### config.mk
export PLATFORM = sky130hd
export DESIGN_NAME = wb_port_arbiter
export DESIGN_NICKNAME = d
export VERILOG_FILES = /design/src/rtl/wb_port_arbiter.sv
export SDC_FILE = /design/constraint.sdc
export NUM_CORES = 1
export LEC_CHECK = 0
export ABC_AREA = 0
export BUFFER_PORTS_ARGS = -buffer_cell sky130_fd_sc_hd__buf_4
export CAP_MARGIN = 10
export CORE_MARGIN = 8
export CORE_UTILIZATION = 35
export DETAILED_ROUTE_END_ITERATION = 10
export GPL_TIMING_DRIVEN = 0
export HOLD_SLACK_MARGIN = 0.12
export MAX_ROUTING_LAYER = met4
export PLACE_DENSITY = 0.67
export SLEW_MARGIN = 20
export SYNTH_ARGS = -nofsm -noshare
export SYNTH_HDL_FRONTEND = slang
export SYNTH_SLANG_ARGS = --single-unit
### constraint.sdc
create_clock -name clk -period 3.1 [get_ports clk]
set_input_delay 0.155 -clock clk [delete_from_list [all_inputs] [get_ports clk]]
set_output_delay 0.155 -clock clk [all_outputs]
set_load 0.05 [all_outputs]
### src/rtl/wb_port_arbiter.sv
// wb_port_arbiter: round-robin arbiter that shares the register-file write
// port between the ALU result path (req 0) and the load/immediate path (req 1).
// Owns the 2:1 data select and a one-deep registered output stage. With
// wb_ready held high it sustains one beat per cycle.
module wb_port_arbiter #(
    parameter int DATA_W = 16,
    parameter int ADDR_W = 3
) (
    input  logic              clk,
    input  logic              rst,
    input  logic              req0_valid,
    output logic              req0_ready,
    input  logic [DATA_W-1:0] req0_data,
    input  logic [ADDR_W-1:0] req0_addr,
    input  logic              req1_valid,
    output logic              req1_ready,
    input  logic [DATA_W-1:0] req1_data,
    input  logic [ADDR_W-1:0] req1_addr,
    output logic              wb_valid,
    input  logic              wb_ready,
    output logic [DATA_W-1:0] wb_data,
    output logic [ADDR_W-1:0] wb_addr,
    output logic              wb_src,
    output logic              conflict
);

    typedef enum logic {
        ST_EMPTY = 1'b0,
        ST_FULL  = 1'b1
    } state_t;

    state_t              state_r;
    logic                last_r;
    logic [DATA_W-1:0]   data_r;
    logic [ADDR_W-1:0]   addr_r;
    logic                src_r;
    logic                conflict_r;

    logic                can_load_s;
    logic                grant_valid_s;
    logic                grant_s;
    logic                xfer_s;

    // Output stage can take a new beat when empty or draining this cycle.
    always_comb begin
        can_load_s = (state_r == ST_EMPTY) || wb_ready;
    end

    // Round-robin grant from the current valids; last_r breaks ties.
    always_comb begin
        grant_valid_s = 1'b0;
        grant_s       = 1'b0;
        case ({req1_valid, req0_valid})
            2'b01: begin
                grant_valid_s = 1'b1;
                grant_s       = 1'b0;
            end
            2'b10: begin
                grant_valid_s = 1'b1;
                grant_s       = 1'b1;
            end
            2'b11: begin
                grant_valid_s = 1'b1;
                grant_s       = ~last_r;
            end
            default: begin
                grant_valid_s = 1'b0;
                grant_s       = 1'b0;
            end
        endcase
    end

    // Readies are one-hot by construction and forced low during reset.
    always_comb begin
        req0_ready = can_load_s && grant_valid_s && !grant_s && !rst;
        req1_ready = can_load_s && grant_valid_s &&  grant_s && !rst;
        xfer_s     = req0_ready || req1_ready;
    end

    // Output-stage FSM: loads the granted beat, drains, or holds on stall.
    always_ff @(posedge clk) begin
        if (rst) begin
            state_r    <= ST_EMPTY;
            last_r     <= 1'b1;
            data_r     <= {DATA_W{1'b0}};
            addr_r     <= {ADDR_W{1'b0}};
            src_r      <= 1'b0;
            conflict_r <= 1'b0;
        end else begin
            conflict_r <= req0_valid && req1_valid && can_load_s;
            case (state_r)
                ST_EMPTY: begin
                    if (xfer_s) begin
                        state_r <= ST_FULL;
                        data_r  <= grant_s ? req1_data : req0_data;
                        addr_r  <= grant_s ? req1_addr : req0_addr;
                        src_r   <= grant_s;
                        last_r  <= grant_s;
                    end else begin
                        state_r <= ST_EMPTY;
                    end
                end
                ST_FULL: begin
                    if (xfer_s) begin
                        // Drain and refill in the same cycle.
                        state_r <= ST_FULL;
                        data_r  <= grant_s ? req1_data : req0_data;
                        addr_r  <= grant_s ? req1_addr : req0_addr;
                        src_r   <= grant_s;
                        last_r  <= grant_s;
                    end else if (wb_ready) begin
                        // Payload is left in place; only the valid drops.
                        state_r <= ST_EMPTY;
                    end else begin
                        state_r <= ST_FULL;
                    end
                end
                default: begin
                    state_r <= ST_EMPTY;
                end
            endcase
        end
    end

    // Outputs come straight from registers.
    always_comb begin
        wb_valid = (state_r == ST_FULL);
        wb_data  = data_r;
        wb_addr  = addr_r;
        wb_src   = src_r;
        conflict = conflict_r;
    end

endmodule

==> impl_metrics.py <==
metrics = {
    "global_routing": {
        "grt_max_degree": 14,
        "grt_first_pass_wirelength_um": 6982,
        "grt_usage": 0.1639,
        "overflow": 0,
        "grt_antenna_before_repair": 0,
        "grt_pass1_vias": 1438,
    },
    "clock_network": {
        "cts_repair_resize_count": 0,
        "cts_sinks": 23,
        "path_clk_slew_ns": 0.15,
        "tritoncts": "built",
        "clk_latency_ns": 0.32,
        "cts_root_buffer": "clkbuf_4",
        "cts_buffers": 3,
        "clk_path_buf_depth": 2,
        "cts.repair_timing.setup_buffer_count": 0,
        "htreeDepth": 1,
    },
    "yosys": {
        "synth.distinct_cells": 23,
        "synth_area_um2": 1139,
        "synth-edff-count": 0,
        "ys.flop_type": "dfxtp_1",
        "synth-seq-cells": 23,
        "synth-seq-area-share": 0.4044,
        "synth_warnings": 0,
        "syn_avg_cell_area_um2": 8.826,
        "synth_nets": 172,
        "ys_async_sr_fraction": 0,
        "synthCells": 129,
    },
    "floorplan": {
        "die-width_um": 73.04,
        "die_h_um": 73.04,
        "fp.coreArea_um2": 3078,
        "dieArea_um2": 5334,
        "io_pins": 67,
        "initial_utilization": 0.3699,
        "rows": 20,
    },
    "drt": {
        "viasPerCell": 5.026,
        "first_pass_iters": 4,
        "num_vias": 1347,
        "ant_nets": 0,
        "post_drt_wl_per_cell_um": 15.40,
        "post-route-drc-count": 0,
        "routed_wl_um": 4128,
        "drt_iter0_drc": 95,
    },
    "worst_hold_path": {
        "holdCritPathClass": "in -> reg",
    },
    "setup_path": {
        "crit_top_cell": "dlygate4sd3_1",
        "crit_slowest_cell": "dlygate4sd3_1",
        "worst_setup_path_end_kind": "register",
        "max_stage_delay_ns": 0.59,
        "critPathKind": "in -> reg",
        "worstPathMaxFanout": 10,
        "cp-start-kind": "primary input",
        "worstPathCellList": "dlygate4sd3_1, buf_4, nor2_1, nor2_2, buf_6, a311oi_2, dlygate4sd3_1",
        "path_delay_family": "buffers and inverters",
        "critPathBufInv": 4,
        "critPathRequiredTime_ns": 3.32,
        "worstPathArrival_ns": 2.21,
    },
    "timing": {
        "fin_worst_skew_ns": 0.01525,
        "tightest_slew_ns": 0.5736,
        "rsz0062_at_grt": "false",
        "fin_crit_sh": 0.6415,
        "maxSlewHeadroom": 0.6176,
        "hold_violations": 0,
        "post-route-min-period_ns": 1.989,
        "max_freq_mhz": 502.9,
        "hold_ws_ns": 0.1259,
        "setup_viol": 0,
        "slew_violations": 0,
        "finalSetupTns_ns": 0,
    },
    "status": {
        "outcome": "complete, no violations",
    },
    "cells_and_area": {
        "num_antenna_cells": 0,
        "fill_cells": 289,
        "register_area_um2": 460.4,
        "nNetsFinal": 268,
        "multi_input_area_um2": 574.3,
        "drive_gt1_frac": 0.4152,
        "synthToLayoutAreaGrowth_pct": 72.97,
    },
    "run": {
        "drv_cap": 0,
    },
    "power_and_ir_drop": {
        "leakage_nw": 0.8956,
        "power_density_nw_per_um2": 414.7,
        "peakVddDrop_mv": 0.2181,
        "p_comb_frac": 0.410,
        "intPower_uw": 514.2,
        "p_sw_frac": 0.3705,
        "p_clk_frac": 0.177,
        "pwr-share-seq": 0.413,
        "switching_power_uw": 302.6,
    },
    "placed_design": {
        "place.detailed.hpwl_um": 2969,
        "gp_congestion": 0.7881,
        "portBuffers": 65,
    },
}
-- stage by stage --
stage	worst slack, ns	area [µm²]	util	cells	total power [mW]
2_1_floorplan	0.7107	1139	-	129	0.5355
3_3_place_gp	1.743	1682	0.5463	238	0.6397
3_5_place_dp	1.707	1682	0.5463	238	0.6456
4_1_cts	1.135	1959	0.6366	267	0.8180
5_1_grt	0.9917	1969	0.6398	268	0.8534
6_report	1.112	1969	0.6398	268	0.8168
-- metal layers --
metal,track usage,part of all wire
met1,0.2025,0.45
met2,0.2582,0.46
met3,0.04258,0.079
met4,0.04000,0.0046
met5,-,0
-- cell type report --
type                    instances  share of cell area
clock buffers                   3             0.01144
inverters                       1            0.001906
multi-input cells              93              0.2916
repair buffers                 91              0.3799
well taps                      44             0.02795
plain buffers                  12             0.05083
clock inverters                 1            0.002541
flip-flops and latches         23              0.2338
-- synthesized netlist by cell type (2+ instances only) --
cell,number,area share
buf_2,2,0.0088
clkbuf_1,2,0.0066
a311oi_2,10,0.13
buf_4,2,0.013
nand2_1,40,0.13
dfxtp_1,23,0.40
buf_6,4,0.040
nor3_1,2,0.0088
a21oi_1,22,0.097
a311oi_1,9,0.069
-- final timing paths --
path	start	to	slack [ns]	cells past startpoint
worst min-delay path	req1_data[3]	wb_data[3]	0.13	3
worst min register to register	wb_src	wb_src	0.49	2
worst max-delay path	req1_valid	wb_addr[2]	1.11	7
worst max register to register	wb_valid	wb_addr[2]	1.16	5
-- worst min-delay path, delay by kind of cell --
kind,cells,cell delay [ns]
buf+inv,1,0.11
simple gates,1,0.06
compound gates,1,0.09
-- cell families after synthesis --
group	share of synthesized area
buffers and inverters	0.09120
DFF	0.4044
and+or+nand+nor	0.1747
AOI/OAI and AO/OA	0.3297
-- repair_timing --
item                                    4_1_cts  5_1_grt
hold buffers                                 25        1
endpoints found under the hold margin        14        1
endpoints found under the setup margin        0        0
-- state kept, by name (all words and copies together) (netlist names) --
register  count
conflict      1
wb_src        1
wb_valid      1
wb_data      16
last_r        1
wb_addr       3
-- cell usage in the layout, fill, tap and decap left out, types with 2 or more instances in the layout --
| cell type | synthesis | layout |
|---|---|---|
| buf_2 | 2 | 2 |
| buf_6 | 4 | 4 |
| a311oi_2 | 10 | 10 |
| dfxtp_1 | 23 | 23 |
| dlygate4sd3_1 | 0 | 26 |
| buf_4 | 2 | 67 |
| a21oi_1 | 22 | 22 |
| nor3_1 | 2 | 2 |
| clkbuf_1 | 2 | 2 |
| a311oi_1 | 9 | 9 |
| nand2_1 | 40 | 40 |
| clkbuf_4 | 1 | 4 |
-- power by group through the flow --
| stage | logic (mW) | registers [mW] | clock network [mW] |
|---|---|---|---|
| 3_3_place_gp | 0.297 | 0.343 | 0 |
| 5_1_grt | 0.356 | 0.341 | 0.156 |
| 6_report | 0.335 | 0.338 | 0.144 |
| 3_5_place_dp | 0.302 | 0.344 | 0 |
| 2_1_floorplan | 0.103 | 0.432 | 0 |
| 4_1_cts | 0.334 | 0.337 | 0.147 |
Power figures use the tool's default switching activity.
